--- src/rtl/vga_timing_pkg.sv ---
// Shared constants for the 640x480@60 raster and the line-fetch state encoding.
package vga_timing_pkg;

  localparam int unsigned VGA_HACTIVE = 640;
  localparam int unsigned VGA_HFP     = 16;
  localparam int unsigned VGA_HSYNC   = 96;
  localparam int unsigned VGA_HBP     = 48;

  localparam int unsigned VGA_VACTIVE = 480;
  localparam int unsigned VGA_VFP     = 10;
  localparam int unsigned VGA_VSYNC   = 2;
  localparam int unsigned VGA_VBP     = 33;

  localparam bit VGA_HSYNC_POL = 1'b0;
  localparam bit VGA_VSYNC_POL = 1'b0;

  function automatic int unsigned span_total(input int unsigned active, input int unsigned fp,
                                             input int unsigned sync, input int unsigned bp);
    return active + fp + sync + bp;
  endfunction

  localparam int unsigned VGA_HTOTAL = span_total(VGA_HACTIVE, VGA_HFP, VGA_HSYNC, VGA_HBP);
  localparam int unsigned VGA_VTOTAL = span_total(VGA_VACTIVE, VGA_VFP, VGA_VSYNC, VGA_VBP);

  typedef enum logic {
    StIdle = 1'b0,
    StPend = 1'b1
  } fetch_st_e;

endpackage

--- src/rtl/raster_counter.sv ---
// Modulo counter 0..TERMINAL with synchronous clear; wrap flags the terminal step.
module raster_counter #(
  parameter int unsigned WIDTH    = 11,
  parameter int unsigned TERMINAL = 799
) (
  input  logic             VCLK,
  input  logic             RST,
  input  logic             inc,
  input  logic             clr,
  output logic [WIDTH-1:0] cnt,
  output logic             wrap
);

  localparam logic [WIDTH-1:0] LAST = WIDTH'(TERMINAL);

  logic [WIDTH-1:0] cnt_q;

  assign wrap = inc && !clr && (cnt_q == LAST);
  assign cnt  = cnt_q;

  always_ff @(posedge VCLK or posedge RST) begin
    if (RST) begin
      cnt_q <= '0;
    end else if (clr) begin
      cnt_q <= '0;
    end else if (inc) begin
      cnt_q <= (cnt_q == LAST) ? '0 : cnt_q + WIDTH'(1);
    end
  end

endmodule

--- src/rtl/vga_timing_gen.sv ---
// VGA raster timing generator with per-line fetch request and sticky underrun flag.
module vga_timing_gen
  import vga_timing_pkg::*;
#(
  parameter int unsigned ADDR_WIDTH = 11,
  parameter int unsigned HACTIVE    = VGA_HACTIVE,
  parameter int unsigned HFP        = VGA_HFP,
  parameter int unsigned HSYNC      = VGA_HSYNC,
  parameter int unsigned HBP        = VGA_HBP,
  parameter int unsigned VACTIVE    = VGA_VACTIVE,
  parameter int unsigned VFP        = VGA_VFP,
  parameter int unsigned VSYNC      = VGA_VSYNC,
  parameter int unsigned VBP        = VGA_VBP,
  parameter bit          HSYNC_POL  = VGA_HSYNC_POL,
  parameter bit          VSYNC_POL  = VGA_VSYNC_POL,
  parameter int unsigned FCNT_WIDTH = 8
) (
  input  logic                  VCLK,
  input  logic                  RST,
  input  logic                  iEN,
  input  logic                  iLINE_ACK,
  input  logic                  iUNDERRUN_CLR,
  output logic                  oHSYNC,
  output logic                  oVSYNC,
  output logic                  oDE,
  output logic [ADDR_WIDTH-1:0] oH_ADDR,
  output logic [ADDR_WIDTH-1:0] oV_ADDR,
  output logic                  oFRAME_START,
  output logic [FCNT_WIDTH-1:0] oFRAME_CNT,
  output logic                  oLINE_REQ,
  output logic [ADDR_WIDTH-1:0] oLINE_IDX,
  output logic                  oUNDERRUN
);

  localparam int unsigned HTOTAL = span_total(HACTIVE, HFP, HSYNC, HBP);
  localparam int unsigned VTOTAL = span_total(VACTIVE, VFP, VSYNC, VBP);

  localparam logic [ADDR_WIDTH-1:0] H_ACT      = ADDR_WIDTH'(HACTIVE);
  localparam logic [ADDR_WIDTH-1:0] H_SYNC_BEG = ADDR_WIDTH'(HACTIVE + HFP);
  localparam logic [ADDR_WIDTH-1:0] H_SYNC_END = ADDR_WIDTH'(HACTIVE + HFP + HSYNC);
  localparam logic [ADDR_WIDTH-1:0] V_ACT      = ADDR_WIDTH'(VACTIVE);
  localparam logic [ADDR_WIDTH-1:0] V_SYNC_BEG = ADDR_WIDTH'(VACTIVE + VFP);
  localparam logic [ADDR_WIDTH-1:0] V_SYNC_END = ADDR_WIDTH'(VACTIVE + VFP + VSYNC);
  localparam logic [ADDR_WIDTH-1:0] V_LAST     = ADDR_WIDTH'(VTOTAL - 1);

  logic [ADDR_WIDTH-1:0] h_cnt;
  logic [ADDR_WIDTH-1:0] v_cnt;
  logic                  h_wrap;
  logic                  v_wrap;

  raster_counter #(
    .WIDTH    (ADDR_WIDTH),
    .TERMINAL (HTOTAL - 1)
  ) u_h_cnt (
    .VCLK (VCLK),
    .RST  (RST),
    .inc  (iEN),
    .clr  (!iEN),
    .cnt  (h_cnt),
    .wrap (h_wrap)
  );

  raster_counter #(
    .WIDTH    (ADDR_WIDTH),
    .TERMINAL (VTOTAL - 1)
  ) u_v_cnt (
    .VCLK (VCLK),
    .RST  (RST),
    .inc  (h_wrap),
    .clr  (!iEN),
    .cnt  (v_cnt),
    .wrap (v_wrap)
  );

  logic h_act;
  logic v_act;
  logic hs_act;
  logic vs_act;

  assign h_act  = h_cnt < H_ACT;
  assign v_act  = v_cnt < V_ACT;
  assign hs_act = (h_cnt >= H_SYNC_BEG) && (h_cnt < H_SYNC_END);
  assign vs_act = (v_cnt >= V_SYNC_BEG) && (v_cnt < V_SYNC_END);

  logic                  hsync_q;
  logic                  vsync_q;
  logic                  de_q;
  logic [ADDR_WIDTH-1:0] h_addr_q;
  logic [ADDR_WIDTH-1:0] v_addr_q;
  logic                  frame_start_q;
  logic [FCNT_WIDTH-1:0] frame_cnt_q;

  // Outputs are a one-clock delayed decode of the counters; the frame count survives iEN=0.
  always_ff @(posedge VCLK or posedge RST) begin
    if (RST) begin
      hsync_q       <= ~HSYNC_POL;
      vsync_q       <= ~VSYNC_POL;
      de_q          <= 1'b0;
      h_addr_q      <= '0;
      v_addr_q      <= '0;
      frame_start_q <= 1'b0;
      frame_cnt_q   <= '0;
    end else if (!iEN) begin
      hsync_q       <= ~HSYNC_POL;
      vsync_q       <= ~VSYNC_POL;
      de_q          <= 1'b0;
      h_addr_q      <= '0;
      v_addr_q      <= '0;
      frame_start_q <= 1'b0;
    end else begin
      hsync_q       <= hs_act ? HSYNC_POL : ~HSYNC_POL;
      vsync_q       <= vs_act ? VSYNC_POL : ~VSYNC_POL;
      de_q          <= h_act && v_act;
      h_addr_q      <= h_cnt;
      v_addr_q      <= v_cnt;
      frame_start_q <= (h_cnt == '0) && (v_cnt == '0);
      if (v_wrap) begin
        frame_cnt_q <= frame_cnt_q + FCNT_WIDTH'(1);
      end
    end
  end

  fetch_st_e             fetch_st_q;
  logic [ADDR_WIDTH-1:0] line_idx_q;
  logic                  underrun_q;
  logic [ADDR_WIDTH-1:0] target;
  logic                  issue;
  logic                  deadline;
  logic                  ur_set;

  // Next line to load, wrapping from the last line of the frame back to line 0.
  assign target   = (v_cnt == V_LAST) ? '0 : v_cnt + ADDR_WIDTH'(1);
  assign issue    = iEN && (h_cnt == H_ACT) && (target < V_ACT);
  assign deadline = (h_cnt == '0) && (v_cnt == line_idx_q);
  assign ur_set   = iEN && (fetch_st_q == StPend) && !iLINE_ACK && deadline;

  always_ff @(posedge VCLK or posedge RST) begin
    if (RST) begin
      fetch_st_q <= StIdle;
      line_idx_q <= '0;
      underrun_q <= 1'b0;
    end else begin
      if (ur_set) begin
        underrun_q <= 1'b1;
      end else if (iUNDERRUN_CLR) begin
        underrun_q <= 1'b0;
      end

      if (!iEN) begin
        fetch_st_q <= StIdle;
        line_idx_q <= '0;
      end else begin
        unique case (fetch_st_q)
          StIdle: begin
            if (issue) begin
              fetch_st_q <= StPend;
              line_idx_q <= target;
            end
          end
          StPend: begin
            // An ack on the deadline edge still counts as in time.
            if (iLINE_ACK || deadline) begin
              fetch_st_q <= StIdle;
            end
          end
          default: fetch_st_q <= StIdle;
        endcase
      end
    end
  end

  assign oHSYNC       = hsync_q;
  assign oVSYNC       = vsync_q;
  assign oDE          = de_q;
  assign oH_ADDR      = h_addr_q;
  assign oV_ADDR      = v_addr_q;
  assign oFRAME_START = frame_start_q;
  assign oFRAME_CNT   = frame_cnt_q;
  assign oLINE_REQ    = (fetch_st_q == StPend);
  assign oLINE_IDX    = line_idx_q;
  assign oUNDERRUN    = underrun_q;

endmodule

--- config.mk ---
export PLATFORM = sky130hd
export DESIGN_NAME = vga_timing_gen
export DESIGN_NICKNAME = d
export VERILOG_FILES = /design/src/rtl/vga_timing_pkg.sv /design/src/rtl/raster_counter.sv /design/src/rtl/vga_timing_gen.sv
export SDC_FILE = /design/constraint.sdc
export NUM_CORES = 1
export LEC_CHECK = 0
export CORE_ASPECT_RATIO = 1.2
export CORE_UTILIZATION = 59
export CTS_CLUSTER_SIZE = 12
export DETAILED_ROUTE_END_ITERATION = 7
export HOLD_SLACK_MARGIN = 0.12
export PLACE_DENSITY = 0.89
export SYNTH_ARGS = -nofsm -noshare
export SYNTH_HDL_FRONTEND = slang
export SYNTH_HIERARCHICAL = 1
export SYNTH_SLANG_ARGS = --single-unit
--- constraint.sdc ---
create_clock -name VCLK -period 3.6 [get_ports VCLK]
set_clock_uncertainty 0.05 [all_clocks]
set_input_delay 0.72 -clock VCLK [delete_from_list [all_inputs] [get_ports VCLK]]
set_output_delay 0.72 -clock VCLK [all_outputs]
set_load 0.02 [all_outputs]
==> qor.yml <==
route:
  avgRoutedWirePerCell_um: 16.3
  wl_mm: 7.71
  avgViaCountPerCell: 5.91
  remaining_drc_errors: 0
  ant_nets: 0
  drt-initial-drc-count: 224
  dr.pass1.iters: 4
  vias: 2789
global_route:
  track_usage_pct: 26.5
  antenna_found_initial: 0
  grt_first_pass_wirelength_mm: 12.6
  grt_max_degree: 48
  grt_overflow: 0
  grt_pass1_vias: 2666
cts:
  root_buffer: "clkbuf_8"
  clock-sinks: 69
  cts_max_path_buffers: 2
  postCtsSetupBuffers: 0
  clk_latency_ps: 340
  postCtsHoldBufs: 0
  cts_tree: "built"
  clk_pin_slew_worst_paths_ps: 80
  cts_made_buffers: 9
  htree_levels: 3
  ctsResizeCount: 0
cells_and_area:
  syn2layout_area_growth_pct: 21.1
  nets: 398
  fin_cells: 472
  n_antenna_cell: 0
  drive_gt1_share_pct: 11.7
pwr:
  seq_power_share_pct: 48.8
  p_leak_nw: 1.90
  pwr-share-clk_pct: 47.0
  p_comb_share_pct: 4.1
  power.total_mw: 1.61
  p_sw_share_pct: 21.4
  power_density_nw_per_um2: 372
  irDropWorstVdd_mv: 0.330
  p_switching_mw: 0.344
  intPower_mw: 1.26
place:
  placed_cells: 456
  numPortBuffers: 51
  gp_congestion: 0.828
  place_hpwl_mm: 5.19
logic_synthesis:
  synth_top_cell_area_share_pct: 47.0
  async_flop_share_pct: 100
  synth_flop_cell: "dfrtp_1"
  synth_nets: 346
  yosysTopAreaCell: "dfrtp_1"
  syn_avg_cell_area_um2: 10.7
  syn_inst: 335
  synth_area_leaders: "dfrtp_1 47%, xnor2_1 4.7%, and2_1 3.7%"
  ys_ff_latch: 69
  syn_area_um2: 3570
  yosysUniqueCellTypes: 62
  yosys_warnings: 6
  ys_seq_area_share_pct: 48.4
  synth_edf_count: 0
critical_path:
  crit_path_end: "oFRAME_CNT[7]"
  crit_required_ps: 3790
  r2r_start: "u_h_cnt/cnt[1]"
  critPathLaunch: "iEN"
  path_delay_family: "simple AND/OR/NAND/NOR gates"
  r2r_setup_slack_ps: 1050
  crit_cells: 11
  cpPeakStageDelay_ps: 510
  slowest_stage: "clkdlybuf4s50_1"
  crit_top_cell: "and3_1"
  rr_endpoint: "oFRAME_CNT[7]"
  critPathBufInv: 2
  reg2reg_depth: 11
  startpoint_type: "input port"
  arrival_ps: 2780
  worstPathCellList: "clkdlybuf4s50_1 > buf_4 > nand2b_4 > nor2_1 > nand2b_1 > nor2_1 > and3_1 > and3_1 > and3_1 > nand3_1 > xnor2_1"
  critical_path_class: "input port to flop"
  worstSetupEndpointType: "flop"
  crit_fanout: 6
sta:
  drv_slew: 0
  maxSlewHeadroom_pct: 37.0
  rsz0062_at_grt: "no"
  hold_viol: 0
  worstMarginPinSlew_ps: 943
  fin_tns_setup_ps: 0
  max_freq_ghz: 0.386
  setup-violations-final: 0
  timing.hold.ws_ps: 430
  finalCriticalPeriod_ps: 2590
  finalCritPeriodShare_pct: 71.9
floorplan:
  pin_count: 52
  start_util_pct: 62.2
  num_rows: 30
  dieHeight_um: 87.2
  die_area_um2: 6370
  die_w_um: 73.0
  core-area_um2: 5740
worst_hold_path:
  hp-class: "flop to flop"
job:
  drv_cap: 0
outcome:
  outcome: "complete, no violations"
[worst register-to-register path: cells and delay by family, from the launching register on]
family	cells	cell delay (ps)
XOR/XNOR	1	140
adder cells (fa/ha/maj)	1	240
flip-flops	1	470
AND/OR/NAND/NOR	9	1540
[through the flow]
stage | util, % | cell area, um^2 | setup slack (ps)
final | 75.3 | 4330 | 1010
after global routing | 75.3 | 4330 | 816
after CTS | 75.3 | 4330 | 1010
after detailed placement | 71.1 | 4090 | 647
after global placement | 71.1 | 4090 | 683
after floorplan | - | 3570 | 1030
[routing by layer]
layer	part of all wire, %	up-vias	track usage (%)
met4	1.9	0	11.9
met2	51	102	43.6
met3	4.6	18	6.48
li1	-	1297	-
met1	42	1372	32.9
met5	0	-	0
[logic make-up after synthesis]
kind of cell | share of synthesized area [%]
mux | 1.19
compound gates | 10.2
simple gates | 24.5
xor+xnor | 8.34
fa+ha+maj | 2.10
buf+inv | 5.22
flops | 48.4
[cell usage after synthesis, drive strengths merged, types with 8 or more instances]
cell type,number
nand4,11
xor2,15
and3,8
nand3,25
buf,9
and2,23
o21ai,10
nand2,24
xnor2,19
nor2,18
inv,16
nor3,8
dfrtp,67
[final cells by class]
cell class	instances	area, um^2
multi-input combinational	236	1660
sequential	69	1730
timing repair buffer	55	541
clock inverter	6	113
inverter	16	60.1
fill	406	1420
clock buffer	10	128
tap	80	100
[worst min path at each step]
stage | startpoint | end | slack (ps) | cells after the start
after detailed placement | oFRAME_CNT[7] | oFRAME_CNT[7] | 430 | 1
after global placement | oFRAME_CNT[7] | oFRAME_CNT[7] | 420 | 1
after CTS | oFRAME_CNT[7] | oFRAME_CNT[7] | 440 | 1
final | oFRAME_CNT[7] | oFRAME_CNT[7] | 430 | 1
after floorplan | u_h_cnt/cnt[8] | oH_ADDR[8] | 490 | 1
after global routing | oFRAME_CNT[7] | oFRAME_CNT[7] | 460 | 1
[power by group through the flow]
stage	logic (mW)	registers [mW]	clock network, mW
floorplan	0.0377	0.803	0
global placement	0.0653	0.800	0
detailed placement	0.0675	0.800	0
CTS	0.0676	0.785	0.765
global route	0.0747	0.786	0.805
finish	0.0667	0.785	0.756
[flip-flops by register name, summed over array words and instances (netlist names), 8 cells and up]
name and count:
oFRAME_CNT 8, u_h_cnt/cnt 11, oH_ADDR 11, oV_ADDR 11
oLINE_IDX 11, u_v_cnt/cnt 11
[cell usage in the layout, fill, tap and decap left out, drive strengths merged, types with 3 or more instances in the layout]
master	n
nor4	5
or3	3
dfrtp	67
o21ai	10
buf	4
clkbuf	10
and3	8
nand3	25
xor2	15
ha	6
a21oi	5
and4	3
or4	4
a22o	3
nor2	18
nand2	24
clkinv	3
inv	16
and2	23
nand4	11
bufinv	3
nor3	8
a31oi	3
clkdlybuf4s50	51
o2bb2ai	7
xnor2	19
Power figures use the tool's default switching activity.
